**src/rtl/spike_threshold_unit.sv**
```systemverilog
`timescale 1ns/1ps
// Post-leak neuron stage: refractory hold, threshold compare and reset, with write-back
// to status memory and a first-word-fall-through FIFO of spiking neuron IDs.
module spike_threshold_unit #(
  parameter int INTEGER_WIDTH    = 32,
  parameter int DATA_WIDTH_FRAC  = 32,
  parameter int DATA_WIDTH       = INTEGER_WIDTH + DATA_WIDTH_FRAC,
  parameter int NEURON_ID_WIDTH  = 8,
  parameter int REFRAC_WIDTH     = 8,
  parameter int SPIKE_FIFO_DEPTH = 16
) (
  input  logic                              Clock,
  input  logic                              Reset,
  input  logic                              StepStart,
  input  logic                              InValid,
  output logic                              InReady,
  input  logic [NEURON_ID_WIDTH-1:0]        NeuronId,
  input  logic signed [DATA_WIDTH-1:0]      VmemIn,
  input  logic [REFRAC_WIDTH-1:0]           RefracIn,
  input  logic signed [INTEGER_WIDTH-1:0]   Vth,
  input  logic signed [INTEGER_WIDTH-1:0]   Vreset,
  input  logic [REFRAC_WIDTH-1:0]           RefracPeriod,
  output logic                              WbValid,
  output logic [NEURON_ID_WIDTH-1:0]        WbNeuronId,
  output logic signed [DATA_WIDTH-1:0]      WbVmem,
  output logic [REFRAC_WIDTH-1:0]           WbRefrac,
  output logic                              WbSpike,
  output logic                              SpikeValid,
  output logic [NEURON_ID_WIDTH-1:0]        SpikeId,
  input  logic                              SpikeReady,
  output logic [31:0]                       StepSpikeCount,
  output logic                              Overflow
);

  localparam int PTR_W = $clog2(SPIKE_FIFO_DEPTH);
  localparam int CNT_W = PTR_W + 1;
  localparam int OCC_W = CNT_W + 1;

  // Handshake: a beat transfers on a rising edge where InValid && InReady; upstream holds the
  // beat stable until then. The spike FIFO pops on SpikeValid && SpikeReady. WbValid has no ready.
  logic                          w_accept;
  logic                          w_push_req, w_push, w_pop, w_full;
  logic [OCC_W-1:0]              w_occupancy;

  logic                          r_s1_valid;
  logic [NEURON_ID_WIDTH-1:0]    r_s1_id;
  logic signed [DATA_WIDTH-1:0]  r_s1_vmem, r_s1_vth_ext, r_s1_vreset_ext;
  logic [REFRAC_WIDTH-1:0]       r_s1_refrac, r_s1_period;

  logic                          r_s2_valid, r_s2_hold, r_s2_ge;
  logic [NEURON_ID_WIDTH-1:0]    r_s2_id;
  logic signed [DATA_WIDTH-1:0]  r_s2_vmem, r_s2_vreset_ext;
  logic [REFRAC_WIDTH-1:0]       r_s2_refrac, r_s2_period;

  logic                          r_wb_valid, r_wb_spike;
  logic [NEURON_ID_WIDTH-1:0]    r_wb_id;
  logic signed [DATA_WIDTH-1:0]  r_wb_vmem;
  logic [REFRAC_WIDTH-1:0]       r_wb_refrac;

  logic [NEURON_ID_WIDTH-1:0]    r_mem [SPIKE_FIFO_DEPTH];
  logic [PTR_W-1:0]              r_wr_ptr, r_rd_ptr;
  logic [CNT_W-1:0]              r_count;
  logic [31:0]                   r_step_cnt;
  logic                          r_overflow;

  // Every beat in the pipe may still spike, so reserving a FIFO slot per beat makes overflow
  // impossible without any internal stall.
  assign w_occupancy = OCC_W'(r_count) + OCC_W'(r_s1_valid) + OCC_W'(r_s2_valid)
                     + OCC_W'(r_wb_valid);
  assign InReady     = w_occupancy < OCC_W'(SPIKE_FIFO_DEPTH);
  assign w_accept    = InValid && InReady;

  always_ff @(posedge Clock) begin
    if (!Reset) r_s1_valid <= 1'b0;
    else        r_s1_valid <= w_accept;
    if (w_accept) begin
      r_s1_id         <= NeuronId;
      r_s1_vmem       <= VmemIn;
      r_s1_refrac     <= RefracIn;
      r_s1_vth_ext    <= {Vth, {DATA_WIDTH_FRAC{1'b0}}};
      r_s1_vreset_ext <= {Vreset, {DATA_WIDTH_FRAC{1'b0}}};
      r_s1_period     <= RefracPeriod;
    end
  end

  always_ff @(posedge Clock) begin
    if (!Reset) r_s2_valid <= 1'b0;
    else        r_s2_valid <= r_s1_valid;
    if (r_s1_valid) begin
      r_s2_id         <= r_s1_id;
      r_s2_vmem       <= r_s1_vmem;
      r_s2_refrac     <= r_s1_refrac;
      r_s2_vreset_ext <= r_s1_vreset_ext;
      r_s2_period     <= r_s1_period;
      r_s2_hold       <= (r_s1_refrac != '0);
      r_s2_ge         <= (r_s1_vmem >= r_s1_vth_ext);
    end
  end

  always_ff @(posedge Clock) begin
    if (!Reset) begin
      r_wb_valid  <= 1'b0;
      r_wb_id     <= '0;
      r_wb_vmem   <= '0;
      r_wb_refrac <= '0;
      r_wb_spike  <= 1'b0;
    end else begin
      r_wb_valid <= r_s2_valid;
      if (r_s2_valid) begin
        r_wb_id <= r_s2_id;
        if (r_s2_hold) begin
          r_wb_vmem   <= r_s2_vreset_ext;
          r_wb_refrac <= r_s2_refrac - REFRAC_WIDTH'(1);
          r_wb_spike  <= 1'b0;
        end else if (r_s2_ge) begin
          r_wb_vmem   <= r_s2_vreset_ext;
          r_wb_refrac <= r_s2_period;
          r_wb_spike  <= 1'b1;
        end else begin
          r_wb_vmem   <= r_s2_vmem;
          r_wb_refrac <= '0;
          r_wb_spike  <= 1'b0;
        end
      end
    end
  end

  // A full FIFO still takes the push when the head leaves in the same cycle.
  assign w_full     = (r_count == CNT_W'(SPIKE_FIFO_DEPTH));
  assign w_pop      = SpikeReady && (r_count != '0);
  assign w_push_req = r_wb_valid && r_wb_spike;
  assign w_push     = w_push_req && (!w_full || w_pop);

  always_ff @(posedge Clock) begin
    if (w_push) r_mem[r_wr_ptr] <= r_wb_id;
  end

  always_ff @(posedge Clock) begin
    if (!Reset) begin
      r_wr_ptr   <= '0;
      r_rd_ptr   <= '0;
      r_count    <= '0;
      r_step_cnt <= '0;
      r_overflow <= 1'b0;
    end else begin
      if (w_push) r_wr_ptr <= r_wr_ptr + PTR_W'(1);
      if (w_pop)  r_rd_ptr <= r_rd_ptr + PTR_W'(1);
      r_count <= r_count + CNT_W'(w_push) - CNT_W'(w_pop);
      if (w_push_req && !w_push) r_overflow <= 1'b1;
      if (StepStart)                               r_step_cnt <= {31'd0, w_push_req};
      else if (w_push_req && (r_step_cnt != '1))   r_step_cnt <= r_step_cnt + 32'd1;
    end
  end

  assign WbValid        = r_wb_valid;
  assign WbNeuronId     = r_wb_id;
  assign WbVmem         = r_wb_vmem;
  assign WbRefrac       = r_wb_refrac;
  assign WbSpike        = r_wb_spike;
  assign SpikeValid     = (r_count != '0);
  assign SpikeId        = SpikeValid ? r_mem[r_rd_ptr] : '0;
  assign StepSpikeCount = r_step_cnt;
  assign Overflow       = r_overflow;

endmodule

```
**config.mk**
```make
export PLATFORM = sky130hd
export DESIGN_NAME = spike_threshold_unit
export DESIGN_NICKNAME = d
export VERILOG_FILES = /design/src/rtl/spike_threshold_unit.sv
export SDC_FILE = /design/constraint.sdc
export NUM_CORES = 1
export LEC_CHECK = 0
export CAP_MARGIN = 15
export CORE_MARGIN = 3
export CORE_UTILIZATION = 35
export CTS_CLUSTER_DIAMETER = 50
export CTS_CLUSTER_SIZE = 25
export DETAILED_ROUTE_END_ITERATION = 10
export GPL_ROUTABILITY_DRIVEN = 1
export SLEW_MARGIN = 30
export SYNTH_ARGS = -nofsm -noshare
export SYNTH_HDL_FRONTEND = slang
export SYNTH_SLANG_ARGS = --single-unit
```
**constraint.sdc**
```tcl
create_clock -name Clock -period 12.2 [get_ports Clock]
set_clock_uncertainty 0.1 [all_clocks]
set_input_delay 1.22 -clock Clock [delete_from_list [all_inputs] [get_ports Clock]]
set_output_delay 1.22 -clock Clock [all_outputs]
set_load 0.02 [all_outputs]
```
======== After elaboration in Yosys (flattened, before gate mapping) ========
Memory sizes are Yosys's and may differ from the RTL's. A register that Yosys moved wholly into a read port is not among the register bits.
Cells that the tools add are included.
storage, ports and cells
  bits in registers ....................... 404
  memory bits (writable) .................. 128
  output and inout bits ................... 125
  memories ................................ 1
  logic and storage cells ................. 67
memory list
  name   words  bits a word  rd ports  clocked after memory_dff  write ports  RTL line  RTL
  r_mem  16     8            1         1                         1            60        logic [NEURON_ID_WIDTH-1:0] r_mem [SPIKE_FIFO_DEPTH];
operators by class
  multiplexer cells ....................... 13
  equal/unequal tests ..................... 2
  order comparisons ....................... 2
  bitwise operators ....................... 1
  add/subtract/negate cells ............... 9
  reduce and logical (&&, ||, !) cells .... 13
operators with widths
  kind                                                        number
  two-way mux 64 bit                                          2
  >= comparator 64 bit                                        1
  adder 32 x 1 -> 32 bit, second input constant               1
  inequality test 32 bit, second input constant               1
  two-way mux 8 bit                                           3
  adder 6 x 1 -> 6 bit                                        2
  adder 4 x 1 -> 4 bit, second input constant                 2
  two-way mux 4 bit                                           2
  nonzero test 8 bit                                          1
  subtractor 8 x 1 -> 8 bit, second input constant            1
  adder 5 x 1 -> 6 bit                                        1
  logical AND 1 bit                                           6
  less-than comparator 6 x 5 -> 1 bit, second input constant  1
  two-way mux 1 bit                                           6
  adder 5 x 1 -> 5 bit                                        1
  == test 5 bit, second input constant                        1
  nonzero test 5 bit                                          1
  subtractor 5 x 1 -> 5 bit                                   1
  zero test 1 bit                                             2
  nonzero test 2 bit                                          1
  OR reduction 2 bit                                          1
  logical OR 1 bit                                            1
  NOT 1 bit                                                   1

======== Longest topological paths before layout ========
  word-level depth ........................ 6
  depth in mapped cells ................... 16
  gate-level depth less buffers ........... 15

======== Worst setup path after synthesis ========
Ideal clock, no wire load.
  path kind ............................... register to register
  start point ............................. register r_s1_valid
  end point ............................... register r_s1_id[0], enable pin
  arrival time ............................ 8.259 ns
  clock period less this slack ............ 8.888 ns
  buffers on the path ..................... 0
  path slack .............................. 3.312 ns
  cell stages (with the launch flop) ...... 8
  cells stage by stage .................... dfxtp_1 -> inv_1 -> fa_1 -> inv_1 -> ha_1 -> a31o_2 -> o2bb2ai_1 -> and2_1
between the ends
  longest elaborated chain between the ends .. 5
ends and longest elaborated chain
  element                              RTL line  RTL
  from (decl)                          45        logic r_s1_valid;
  from (signal assigned)               75        else r_s1_valid <= w_accept;
  adder 5 x 1 -> 6 bit                 68        assign w_occupancy = OCC_W'(r_count) + OCC_W'(r_s1_valid) + OCC_W'(r_s2_valid)
  adder 6 x 1 -> 6 bit                 68
  adder 6 x 1 -> 6 bit                 69        + OCC_W'(r_wb_valid);
  less-than comparator 6 x 5 -> 1 bit  70        assign InReady = w_occupancy < OCC_W'(SPIKE_FIFO_DEPTH);
  named net InReady                    16        output logic InReady,
  logical AND 1 bit                    71        assign w_accept = InValid && InReady;
  named net w_accept                   41        logic w_accept;
  to (signal assigned)                 77        r_s1_id <= NeuronId;
  to (decl)                            46        logic [NEURON_ID_WIDTH-1:0] r_s1_id;
The timed path passes the listed nets, and every way through them passes these cells.
A chain may end at the register's enable or synchronous reset.

======== Final worst setup path ========
  start point ............................. register r_s1_valid
  end point ............................... output port InReady
between the ends
  longest elaborated chain between the ends .. 4
ends and longest elaborated chain
  element                              RTL line
  adder 5 x 1 -> 6 bit                 68
  adder 6 x 1 -> 6 bit                 68
  adder 6 x 1 -> 6 bit                 69
  less-than comparator 6 x 5 -> 1 bit  70
  to (decl)                            16
Every way passes these cells.

==> summary.txt <==
Yosys
  – Synthesized flop and latch total: about 540
  – Syn Nets: roughly 1500
  – Post-synthesis cell area: slightly above 0.02 mm²
  – YS warnings: 0
  – Seq/Total Area, Yosys: 0.7316
  – Count of unique library cells instantiated by Yosys: 50
  – Most used DFF post-synth: edfxtp_1
  – Syn Area/Cell: between 15 and 20 µm²
  – Ys async rst share: 0
  – Syn Inst Count: between 1000 and 1500
  – EDFF count, synth: 402

Timing
  – Final Max Tran Viols: 0
  – Setup TNS: 0 ns
  – Final Hold Viols: 0
  – Min Tclk post-route: 4.625 ns
  – Setup violations, final: 0
  – Slew @ Worst Pin: 0.9355 ns
  – RSZ-0062 raised after global routing: false
  – Slew HR: 0.3740
  – Fmax: between 200 and 250 MHz
  – Setup ws final: 7.575 ns
  – Final Cycle Share: 0.3791

Place
  – Final RePlAce weighted congestion: ~0.78
  – DP Wirelength: around 32000 µm
  – Place WS: between 7 and 8 ns
  – Port bufs: between 200 and 300

Pwr
  – Logic pwr share: 0.124
  – Pwr/cell area: about 170 mW/mm²
  – Flop pwr share: 0.494
  – Total Power: 4.486 mW
  – Switching Fraction: 0.2596
  – VDD IR max: between 0.1 and 0.15 mV
  – P_int: about 3.3 mW
  – Clock network power share: 0.382
  – Sw Pwr: around 1.2 mW
  – Leakage: 8.935 nW

Setup path
  – CP arrival: ~3.3 ns
  – Crit path max fanout: 27
  – Crit start category: register
  – Critical path class: reg2out
  – Crit path capture type: output pin
  – Req. time, crit path: 10.88 ns
  – R2R depth: 9

Status
  – Status: finished, final reports clean

Global routing
  – Tot GR Track Use: 0.1527
  – Vias in the first global route: between 10000 and 15000
  – Initial antenna violation count: 8
  – Largest net degree at the start of global routing: 101
  – Grt ovf: 0
  – First-pass GRT wire length: roughly 70000 µm

Layout
  – Fill cells: between 4000 and 5000
  – Storage cell area: 0.01477 mm²
  – Nets: ~1800
  – Area grow syn2layout: 27.54%
  – Share of cells above drive strength 1: 0.1051
  – Multi-input gate area: 0.004960 mm²

Routing
  – WL final: approximately 47000 µm
  – Via Count: 11640
  – Wirelength per Cell: approximately 19 µm
  – Final ANT Viol Nets: 0
  – # DRC: 0
  – Drt via density: between 4 and 5
  – 1st-pass router iterations: 5
  – Initial drt markers: 778

Worst hold path
  – Hold path depth: 0
  – Worst Hold Class: reg2reg

Clock tree
  – Clk buf depth: 3
  – Post-CTS resize count: 0
  – Total clock buffers created by CTS: 54
  – Clk root buf: clkbuf_16
  – Hold Buf Count CTS: 0
  – Worst-path clk slew: 0.07 ns
  – Setup Fix Bufs, Post-CTS: 0
  – Clock Latency Late Sink: approximately 0.60 ns
  – CTS tree: yes
  – CTS HTree Levels: 2
  – CTS sink count: 536

Floorplan
  – Die Wd: roughly 250 µm
  – # rows: just under 90
  – Starting Density: 0.3556
  – Die height: roughly 250 µm
  – Area of the die: around 0.06 mm²
  – Core area: approximately 0.057 mm²
  – Number of top-level pins: 282

Run
  – Max-cap viol count: 0
-- cells by family (layout without fill, tap and decap cells) --
group / after synthesis / count (layout) / share of synthesized area
flip-flops: 536 / 536 / 0.7316
XOR/XNOR: 40 / 40 / 0.01737
AND/OR/NAND/NOR: 361 / 361 / 0.09027
adder cells (fa/ha/maj): 50 / 50 / 0.03176
AO/OA/AOI/OAI: 155 / 155 / 0.05521
buffers and inverters: 120 / 453 / 0.02364
multiplexers: 51 / 51 / 0.05019
other: 0 / 1 / 0
-- metrics by stage --
step           hold WS [ns]  std cells  utilization  cell area [µm²]
2_1_floorplan        0.3003       1313            -            20170
3_3_place_gp         0.3016       2300       0.4193            23780
3_5_place_dp         0.3045       2301       0.4200            23820
4_1_cts              0.3154       2402       0.4534            25710
5_1_grt              0.3224       2402       0.4535            25720
6_report             0.3177       2403       0.4535            25720
-- worst paths after layout --
path | slack (ns) | from | endpoint
worst min register to register | 0.32 | r_s1_vreset_ext[52]$_DFFE_PP_ | r_s2_vreset_ext[52]$_DFFE_PP_
worst max register to register | 7.65 | r_s1_valid$_SDFF_PN0_ | r_s1_vreset_ext[46]$_DFFE_PP_
worst min-delay path | 0.32 | r_s1_vreset_ext[52]$_DFFE_PP_ | r_s2_vreset_ext[52]$_DFFE_PP_
worst max-delay path | 7.58 | r_s1_valid$_SDFF_PN0_ | InReady
-- critical path, stage by stage (launching register included) --
cell,delay [ns]
dfxtp_4,0.61
inv_1,0.12
fa_1,0.41
inv_1,0.07
ha_1,0.22
a31o_2,0.25
o2bb2ai_1,0.33
clkdlybuf4s50_1,0.70
-- cell type report --
class	count	area share
clock buffers	57	0.05390
flip-flops and latches	536	0.5740
well taps	756	0.03677
repair buffers	296	0.1146
inverters	56	0.008172
diodes	1	0.00009729
clock inverters	44	0.01965
multi-input cells	657	0.1928
-- registers in the layout (all words and copies together) (netlist names), 4 cells and up, named ones only --
name / count
r_mem: 128
WbVmem: 64
r_s1_vmem: 64
r_s2_vmem: 64
StepSpikeCount: 32
r_s1_vreset_ext: 32
r_s1_vth_ext: 32
r_s2_vreset_ext: 32
WbNeuronId: 8
WbRefrac: 8
r_s1_id: 8
r_s1_period: 8
r_s1_refrac: 8
r_s2_id: 8
r_s2_period: 8
r_s2_refrac: 8
r_count: 5
r_rd_ptr: 4
r_wr_ptr: 4
-- Yosys cell counts, types with 2 or more instances --
cell type	instances	share of area
a21boi_0	33	0.012
a221oi_1	6	0.0026
nor3b_1	7	0.0026
a21oi_1	23	0.0057
and4_1	6	0.0026
xnor2_1	10	0.0043
clkbuf_1	49	0.0091
mux4_2	40	0.045
inv_1	56	0.010
fa_1	2	0.0020
mux2i_1	10	0.0050
edfxtp_1	402	0.60
ha_1	48	0.030
nor2b_1	24	0.0074
nand4_1	23	0.0071
a21o_1	6	0.0022
buf_1	9	0.0017
xor2_1	30	0.013
buf_2	3	0.00074
and3_1	11	0.0034
nand4b_1	2	0.00087
nor4_1	12	0.0037
nand2b_1	4	0.0012
and2_1	16	0.0050
a221o_1	4	0.0020
o21ai_0	42	0.010
nand2_1	92	0.017
dfxtp_1	134	0.13
nor2_1	59	0.011
o211a_1	34	0.017
nor3_1	8	0.0020
nand3_1	85	0.021
nor4b_1	2	0.00087
or3_1	5	0.0016
-- metal layers --
metal | up-vias | global-route usage | share of wire
met2 | 328 | 0.2541 | 0.49
met5 | - | 0 | 0.0018
met3 | 78 | 0.04092 | 0.065
met4 | 14 | 0.03908 | 0.022
li1 | 5511 | - | -
met1 | 5706 | 0.1982 | 0.42
-- layout by cell type, fill, tap and decap left out, types with 12 or more instances in the layout --
master / count
edfxtp_1: 402
clkdlybuf4s50_1: 280
dfxtp_1: 131
nand2_1: 92
nand3_1: 85
inv_1: 56
nor2_1: 54
clkbuf_16: 54
ha_1: 48
o21ai_0: 42
mux4_2: 40
o211a_1: 34
a21boi_0: 33
xor2_1: 30
nor2b_1: 24
nand4_1: 23
a21oi_1: 23
and2_1: 15
buf_4: 14
nor4_1: 12
inv_6: 12
-- power by group through the flow --
stage	sequential (mW)	combinational [mW]	clock (mW)
6_report	2.21	0.556	1.72
5_1_grt	2.24	0.615	1.85
3_5_place_dp	2.26	0.565	0
4_1_cts	2.22	0.568	1.77
3_3_place_gp	2.26	0.546	0
2_1_floorplan	2.24	0.347	0
No activity file was read; power rests on OpenSTA's default activity.
